<file path="config.mk">
export PLATFORM = sky130hd
export DESIGN_NAME = spi_bist_responder_flat
export DESIGN_NICKNAME = d
export VERILOG_FILES = /design/src/rtl/spi_bist_responder_if.sv /design/src/rtl/spi_bist_responder.sv /design/src/flat_wrapper.sv
export SDC_FILE = /design/constraint.sdc
export NUM_CORES = 1
export LEC_CHECK = 0
export CAP_MARGIN = 20
export CORE_MARGIN = 2
export CORE_UTILIZATION = 36
export DETAILED_ROUTE_END_ITERATION = 8
export GPL_TIMING_DRIVEN = 1
export PLACE_DENSITY = 0.54
export SLEW_MARGIN = 20
export SYNTH_ARGS = -nofsm -noshare
export SYNTH_HDL_FRONTEND = slang
export SYNTH_SLANG_ARGS = --single-unit
</file>
<file path="constraint.sdc">
create_clock -name clk -period 2.05 [get_ports clk]
set_clock_uncertainty 0.1 [all_clocks]
set_input_delay 0.41 -clock clk [delete_from_list [all_inputs] [get_ports clk]]
set_output_delay 0.41 -clock clk [all_outputs]
set_load 0.05 [all_outputs]
</file>
<file path="src/rtl/spi_bist_responder_if.sv">
// Bus bundle for spi_bist_responder: SPI pins plus the local tx/rx handshake and MISR signature.
interface spi_bist_responder_if #(
  parameter int unsigned DATA_W = 8
);
  logic              sclk;
  logic              cs_n;
  logic              mosi;
  logic              miso;
  logic [DATA_W-1:0] tx_data;
  logic              tx_load;
  logic              tx_ready;
  logic              tx_underrun;
  logic [DATA_W-1:0] rx_data;
  logic              rx_valid;
  logic              busy;
  logic [3:0]        signature;

  modport slave (
    input  sclk, cs_n, mosi, tx_data, tx_load,
    output miso, tx_ready, tx_underrun, rx_data, rx_valid, busy, signature
  );

  modport master (
    output sclk, cs_n, mosi, tx_data, tx_load,
    input  miso, tx_ready, tx_underrun, rx_data, rx_valid, busy, signature
  );
endinterface

</file>
<file path="src/rtl/spi_bist_responder.sv">
// SPI mode-0 slave for the BIST link: oversampled SCLK/CS_N/MOSI, one-deep response buffer.
// Optional 4-bit MISR over received bits is enabled by defining SPI_MISR_EN.
module spi_bist_responder #(
  parameter int unsigned       DATA_W = 8,
  parameter logic [DATA_W-1:0] FILL   = DATA_W'(8'hFF)
) (
  input logic                  clk,
  input logic                  reset,
  spi_bist_responder_if.slave  bus
);
  localparam int unsigned CNT_W = $clog2(DATA_W + 1);
  localparam logic [CNT_W-1:0] LAST_BIT = CNT_W'(DATA_W - 1);

  localparam logic [1:0] IDLE  = 2'd0;
  localparam logic [1:0] LOAD  = 2'd1;
  localparam logic [1:0] SHIFT = 2'd2;

  logic [2:0]        sclk_sync_q, sclk_sync_d;
  logic [2:0]        cs_sync_q, cs_sync_d;
  logic [1:0]        mosi_sync_q, mosi_sync_d;
  logic [1:0]        state_q, state_d;
  logic [DATA_W-1:0] tx_sr_q, tx_sr_d;
  logic [DATA_W-1:0] rx_sr_q, rx_sr_d;
  logic [CNT_W-1:0]  bit_cnt_q, bit_cnt_d;
  logic [DATA_W-1:0] rx_data_q, rx_data_d;
  logic              rx_valid_q, rx_valid_d;
  logic              underrun_q, underrun_d;
  logic [DATA_W-1:0] buf_q, buf_d;
  logic              full_q, full_d;
  logic              reload_q, reload_d;
  logic              do_load;

  logic sclk_rise, sclk_fall, cs_rise, cs_fall, mosi_s;

  assign sclk_rise = sclk_sync_q[1] & ~sclk_sync_q[2];
  assign sclk_fall = ~sclk_sync_q[1] & sclk_sync_q[2];
  assign cs_rise   = cs_sync_q[1] & ~cs_sync_q[2];
  assign cs_fall   = ~cs_sync_q[1] & cs_sync_q[2];
  assign mosi_s    = mosi_sync_q[1];

`ifdef SPI_MISR_EN
  logic [3:0] sig_q, sig_d;
  assign bus.signature = sig_q;
`else
  assign bus.signature = 4'h0;
`endif

  always_comb begin
    sclk_sync_d = {sclk_sync_q[1:0], bus.sclk};
    cs_sync_d   = {cs_sync_q[1:0], bus.cs_n};
    mosi_sync_d = {mosi_sync_q[0], bus.mosi};
    state_d     = state_q;
    tx_sr_d     = tx_sr_q;
    rx_sr_d     = rx_sr_q;
    bit_cnt_d   = bit_cnt_q;
    rx_data_d   = rx_data_q;
    rx_valid_d  = 1'b0;
    underrun_d  = 1'b0;
    buf_d       = buf_q;
    full_d      = full_q;
    reload_d    = reload_q;
    do_load     = 1'b0;
`ifdef SPI_MISR_EN
    sig_d       = sig_q;
`endif

    if (bus.tx_load && !full_q) begin
      full_d = 1'b1;
      buf_d  = bus.tx_data;
    end

    case (state_q)
      LOAD: begin
        if (cs_rise) begin
          state_d = IDLE;
        end else begin
          do_load   = 1'b1;
          bit_cnt_d = '0;
          state_d   = SHIFT;
        end
      end
      SHIFT: begin
        // cs_n rise outranks a same-cycle sclk rise: the bit is dropped
        if (cs_rise) begin
          state_d   = IDLE;
          bit_cnt_d = '0;
          reload_d  = 1'b0;
        end else if (sclk_rise) begin
          rx_sr_d = {rx_sr_q[DATA_W-2:0], mosi_s};
`ifdef SPI_MISR_EN
          sig_d = {sig_q[2:0], mosi_s} ^ {2'b00, sig_q[3], sig_q[3]};
`endif
          if (bit_cnt_q == LAST_BIT) begin
            rx_data_d  = rx_sr_d;
            rx_valid_d = 1'b1;
            bit_cnt_d  = '0;
            reload_d   = 1'b1;
          end else begin
            bit_cnt_d = bit_cnt_q + CNT_W'(1);
          end
        end else if (sclk_fall) begin
          if (reload_q) begin
            do_load  = 1'b1;
            reload_d = 1'b0;
          end else begin
            tx_sr_d = {tx_sr_q[DATA_W-2:0], 1'b0};
          end
        end
      end
      default: begin
        bit_cnt_d = '0;
        reload_d  = 1'b0;
        if (cs_fall) state_d = LOAD;
      end
    endcase

    // Consumption only occurs with the buffer full, so it never races an accepted tx_load
    if (do_load) begin
      if (full_q) begin
        tx_sr_d = buf_q;
        full_d  = 1'b0;
      end else begin
        tx_sr_d    = FILL;
        underrun_d = 1'b1;
      end
    end
  end

  always_ff @(posedge clk or negedge reset) begin
    if (!reset) begin
      sclk_sync_q <= '0;
      cs_sync_q   <= '1;
      mosi_sync_q <= '0;
      state_q     <= IDLE;
      tx_sr_q     <= '0;
      rx_sr_q     <= '0;
      bit_cnt_q   <= '0;
      rx_data_q   <= '0;
      rx_valid_q  <= 1'b0;
      underrun_q  <= 1'b0;
      buf_q       <= '0;
      full_q      <= 1'b0;
      reload_q    <= 1'b0;
`ifdef SPI_MISR_EN
      sig_q       <= '0;
`endif
    end else begin
      sclk_sync_q <= sclk_sync_d;
      cs_sync_q   <= cs_sync_d;
      mosi_sync_q <= mosi_sync_d;
      state_q     <= state_d;
      tx_sr_q     <= tx_sr_d;
      rx_sr_q     <= rx_sr_d;
      bit_cnt_q   <= bit_cnt_d;
      rx_data_q   <= rx_data_d;
      rx_valid_q  <= rx_valid_d;
      underrun_q  <= underrun_d;
      buf_q       <= buf_d;
      full_q      <= full_d;
      reload_q    <= reload_d;
`ifdef SPI_MISR_EN
      sig_q       <= sig_d;
`endif
    end
  end

  assign bus.miso        = (state_q == SHIFT) & tx_sr_q[DATA_W-1];
  assign bus.tx_ready    = ~full_q;
  assign bus.tx_underrun = underrun_q;
  assign bus.rx_data     = rx_data_q;
  assign bus.rx_valid    = rx_valid_q;
  assign bus.busy        = ~cs_sync_q[1];
endmodule

</file>
<file path="src/flat_wrapper.sv">
// flat-port wrapper written by rule: the top's interface ports become plain ports
module spi_bist_responder_flat 
#(
  parameter int unsigned       DATA_W = 8,
  parameter logic [DATA_W-1:0] FILL   = DATA_W'(8'hFF)
)
  (clk, reset, bus_sclk, bus_cs_n, bus_mosi, bus_tx_data, bus_tx_load, bus_miso, bus_tx_ready, bus_tx_underrun, bus_rx_data, bus_rx_valid, bus_busy, bus_signature);
  spi_bist_responder_if #(.DATA_W(DATA_W)) bus_i ();
  input logic clk;
  input logic reset;
  input wire logic [$bits(bus_i.sclk)-1:0] bus_sclk;
  input wire logic [$bits(bus_i.cs_n)-1:0] bus_cs_n;
  input wire logic [$bits(bus_i.mosi)-1:0] bus_mosi;
  input wire logic [$bits(bus_i.tx_data)-1:0] bus_tx_data;
  input wire logic [$bits(bus_i.tx_load)-1:0] bus_tx_load;
  output wire logic [$bits(bus_i.miso)-1:0] bus_miso;
  output wire logic [$bits(bus_i.tx_ready)-1:0] bus_tx_ready;
  output wire logic [$bits(bus_i.tx_underrun)-1:0] bus_tx_underrun;
  output wire logic [$bits(bus_i.rx_data)-1:0] bus_rx_data;
  output wire logic [$bits(bus_i.rx_valid)-1:0] bus_rx_valid;
  output wire logic [$bits(bus_i.busy)-1:0] bus_busy;
  output wire logic [$bits(bus_i.signature)-1:0] bus_signature;
  assign bus_i.sclk = bus_sclk;
  assign bus_i.cs_n = bus_cs_n;
  assign bus_i.mosi = bus_mosi;
  assign bus_i.tx_data = bus_tx_data;
  assign bus_i.tx_load = bus_tx_load;
  assign bus_miso = bus_i.miso;
  assign bus_tx_ready = bus_i.tx_ready;
  assign bus_tx_underrun = bus_i.tx_underrun;
  assign bus_rx_data = bus_i.rx_data;
  assign bus_rx_valid = bus_i.rx_valid;
  assign bus_busy = bus_i.busy;
  assign bus_signature = bus_i.signature;
  spi_bist_responder #(.DATA_W(DATA_W), .FILL(FILL)) u_core (.clk(clk), .reset(reset), .bus(bus_i));
endmodule
</file>
==> reports/metrics.yaml, run 1 <==
status:
  outcome: "finished, final reports clean"
synthesis:
  async_reset_ff_share_pct: 100
  synth_area_leader_cell: "sky130_fd_sc_hd__dfrtp_1"
  most_frequently_used_flop_master_after_synthesis: "sky130_fd_sc_hd__dfrtp_1"
  synth_most_common_cell: "sky130_fd_sc_hd__dfrtp_1"
  synth.area.top_cells: "sky130_fd_sc_hd__dfrtp_1 (53%), sky130_fd_sc_hd__mux2_1 (8.3%), sky130_fd_sc_hd__nand2_1 (4.5%)"
  post_synthesis_sequential_area_ratio_pct: 56.6
  post_synth_edffs: 0
  syn_area_um2: 2170
  synth.top_cell.area_share_pct: 53.0
  synthesis.area_per_instance_um2: 11.8
  synth_seq_cells: 49
  post_synth_inst_count: 184
  ys_warnings: 0
  synth_common_cells: "sky130_fd_sc_hd__dfrtp_1 (46), sky130_fd_sc_hd__nand2_1 (26), sky130_fd_sc_hd__mux2_1 (16), sky130_fd_sc_hd__o22ai_1 (11), sky130_fd_sc_hd__o21ai_0 (10)"
  synth_cell_type_count: 39
routing:
  routed-via-count: 1438
  topRoutingLayerUsed: "met4"
  detail_route.drc_violations: 0
  detailroute.wirelength.met2_mm: 2.00
  ant_nets: 0
  dr_wl_met3_um: 125
  wire_per_inst_um: 13.9
  drt_first_iter_violations: 83
  route.detailed.vias_per_inst: 4.92
  wirelength_met1_mm: 1.85
  drt_wl_total_mm: 4.05
  drt_pre_antenna_iters: 4
setup_path:
  critical_path.max_fanout: 2
  cp_cell_sequence: "clkdlybuf4s50_1"
  critical-path-max-stage-delay_ps: 800
  critPathKind: "flop to output pin"
  end_kind: "output pin"
  regToRegStartpoint: "u_core.state_q[0]$_DFFE_PN0P_"
  startpoint: "u_core.bus.rx_data[0]$_DFFE_PN0P_"
  critical_path_depth: 1
  timing.critical_path.slowest_stage_cell: "sky130_fd_sc_hd__clkdlybuf4s50_1"
  timing.reg2reg.setup_slack_ps: 110
  timing.critical_path.max_delay_family: "buffers and inverters"
  critical_path.n_buffers_inverters: 1
  worst_r2r_endpoint: "u_core.tx_sr_q[3]$_DFFE_PN0P_"
  critical_path.startpoint_type: "flop"
  worstPathRequired_ps: 1540
  arrival_ps: 1460
  worst_r2r_path_depth: 6
clocking:
  root_buf_cell: "sky130_fd_sc_hd__clkbuf_8"
  clock-sinks: 49
  ctsLongestPathBuffers: 2
  htree_num_levels: 2
  cts_tree: "built"
  numCtsBuffers: 5
  worst_skew_pair.late_latency_ps: 300
  postCtsSetupBuffers: 0
  worst_setup_hold_path_clk_slew_ps: 80
placed_design:
  dpl-instance-area_um2: 2520
  final_hpwl_from_detailed_placement_mm: 2.86
  portBuffers: 26
  placement.setup.worst_slack_ps: -104
  dp.cells: 283
  place.gp.congestion: 0.755
sta:
  setup_violations: 0
  timing_worst_slew_pin_value_ps: 506
  relSlewSlack_pct: 66.2
  finalHoldViolCount: 0
  rsz_0062_raised_after_global_routing: "no"
  period_share_pct: 96.0
  final_max_slew_viol_count: 0
  fin_crit_ps: 1970
  setup_tns_ps: 0
  fmax_mhz: 508
  worst_slack_ps: 81.0
min_path:
  min-delay-path-class: "flop to flop"
  min_from: "u_core.sclk_sync_q[0]$_DFF_PN0_"
  holdPathStages: 0
  min_delay_worst_endpoint: "u_core.sclk_sync_q[1]$_DFF_PN0_"
die:
  dieArea_um2: 6670
  die_w_um: 81.7
  die_h_um: 81.7
  floorplan.core_area_um2: 5890
  num_rows: 28
  initial_core_util_pct: 36.9
  ioPinCount: 31
global_route:
  globalRouteTotalUtil_pct: 13.4
  maximum_number_of_pins_on_one_net_before_global_route_repair: 30
  grt_pass1_wl_mm: 6.78
  grt_pass1_vias: 1515
  antenna_found_initial: 0
  grt.overflow.total: 0
cells_and_area:
  layout-drive-gt1-share_pct: 16.6
  postLayoutCoreUtil_pct: 45.3
  insertedDiodeCount: 0
  fill_cells: 558
  final_cell_count_without_fillers: 292
  stdcell_area_um2: 2670
  fin_nets: 235
  synthToLayoutAreaGrowth_pct: 22.8
pwr:
  power.density_nw_per_um2: 1150
  total_leakage_power_nw: 1.28
  vdd_ir_drop_max_uv: 646
run:
  max_cap_violations: 0
## metrics by stage
stage | hold slack [ps] | total power, mW
6_report | 257 | 3.06
5_1_grt | 262 | 3.25
3_5_place_dp | 239 | 2.32
2_1_floorplan | 14.4 | 2.05
4_1_cts | 260 | 3.08
3_3_place_gp | 236 | 2.25
## worst reg2reg max path: cells and delay by family (launching register included)
kind                     cells  cell delay, ps
AO/OA/AOI/OAI                3             850
adder cells (fa/ha/maj)      1             220
buffers and inverters        1             100
flip-flops                   1             410
AND/OR/NAND/NOR              1             150
## flip-flops by register name, summed over array words and instances (netlist names)
register                cells
u_core.full_q               1
u_core.cs_sync_q            3
u_core.bus.rx_valid         1
u_core.reload_q             1
u_core.buf_q                8
u_core.bus.rx_data          8
u_core.bus.tx_underrun      1
u_core.bit_cnt_q            4
u_core.sclk_sync_q          3
u_core.tx_sr_q              8
u_core.state_q              2
u_core.rx_sr_q              7
u_core.mosi_sync_q          2
## cell usage in the layout, fill, tap and decap left out, types with 5 or more instances in the layout
cell,netlist,routed
sky130_fd_sc_hd__dfrtp_1,46,46
sky130_fd_sc_hd__nand2_1,26,26
sky130_fd_sc_hd__clkdlybuf4s50_1,0,22
sky130_fd_sc_hd__mux2_1,16,16
sky130_fd_sc_hd__o22ai_1,11,11
sky130_fd_sc_hd__o21ai_0,10,10
sky130_fd_sc_hd__inv_1,8,8
sky130_fd_sc_hd__buf_4,8,8
sky130_fd_sc_hd__o31ai_2,6,6
sky130_fd_sc_hd__clkbuf_8,0,6
sky130_fd_sc_hd__a21oi_1,5,5
## metal layers
layer,vias up,track usage (%)
li1,695,-
met1,711,16.4
met2,26,22.3
met3,6,3.30
met4,0,6.00
met5,-,0
## report_power, final
group / total (mW) / leakage [nW] / internal, mW / switching (mW)
registers: 1.33 / 0.627 / 1.20 / 0.134
logic: 1.02 / 0.596 / 0.460 / 0.564
clock network: 0.706 / 0.0585 / 0.398 / 0.309
## cells by family after synthesis
logic type               count (synthesis)  share of synthesized area (%)
adder cells (fa/ha/maj)                  5                           2.88
flip-flops                              49                           56.6
buffers and inverters                   22                           5.65
other                                    1                          0.173
multiplexers                            18                           9.27
AND/OR/NAND/NOR                         46                           10.7
AO/OA/AOI/OAI                           43                           14.7
## final cells by class
| class | instances | area [um2] | share of cell area [%] |
|---|---|---|---|
| multi-input cells | 116 | 847 | 31.8 |
| well taps | 75 | 93.8 | 3.52 |
| flip-flops and latches | 49 | 1230 | 46.1 |
| clock inverters | 1 | 30.0 | 1.13 |
| clock buffers | 7 | 86.3 | 3.24 |
| repair buffers | 35 | 347 | 13.0 |
| inverters | 9 | 33.8 | 1.27 |
## worst max-delay path by stage
| stage | slack (ps) | to |
|---|---|---|
| after floorplan | 210 | u_core.tx_sr_q[6]$_DFFE_PN0P_ |
| after global placement | 70 | u_core.tx_sr_q[5]$_DFFE_PN0P_ |
| after detailed placement | -100 | u_core.tx_sr_q[3]$_DFFE_PN0P_ |
| after CTS | 20 | bus_miso |
| after global routing | 20 | bus_rx_data[0] |
| final | 80 | bus_rx_data[0] |
## timing repair
item / CTS / global route
endpoints found under the setup margin: 9 / 1
hold buffers: 1 / 0
endpoints found under the hold margin: 17 / 0
resized for setup: 2 / 2
No activity file was read; power rests on OpenSTA's default activity.
==> run 2: changes to the inputs <==
--- a/config.mk
+++ b/config.mk
@@ -5,11 +5,9 @@
 export SDC_FILE = /design/constraint.sdc
 export NUM_CORES = 1
 export LEC_CHECK = 0
-export CAP_MARGIN = 20
 export CORE_MARGIN = 2
 export CORE_UTILIZATION = 36
 export DETAILED_ROUTE_END_ITERATION = 8
-export GPL_TIMING_DRIVEN = 1
 export PLACE_DENSITY = 0.54
 export SLEW_MARGIN = 20
 export SYNTH_ARGS = -nofsm -noshare
==> results of run 2 <==
No change in the layout: final DEF, timing and power equal those of run 1.
==> run 3: changes to the inputs <==
--- a/config.mk
+++ b/config.mk
@@ -5,6 +5,7 @@
 export SDC_FILE = /design/constraint.sdc
 export NUM_CORES = 1
 export LEC_CHECK = 0
+export CAP_MARGIN = 25
 export CORE_MARGIN = 2
 export CORE_UTILIZATION = 36
 export DETAILED_ROUTE_END_ITERATION = 8
==> results of run 3 <==
No change in the layout: final DEF, timing and power equal those of run 1.
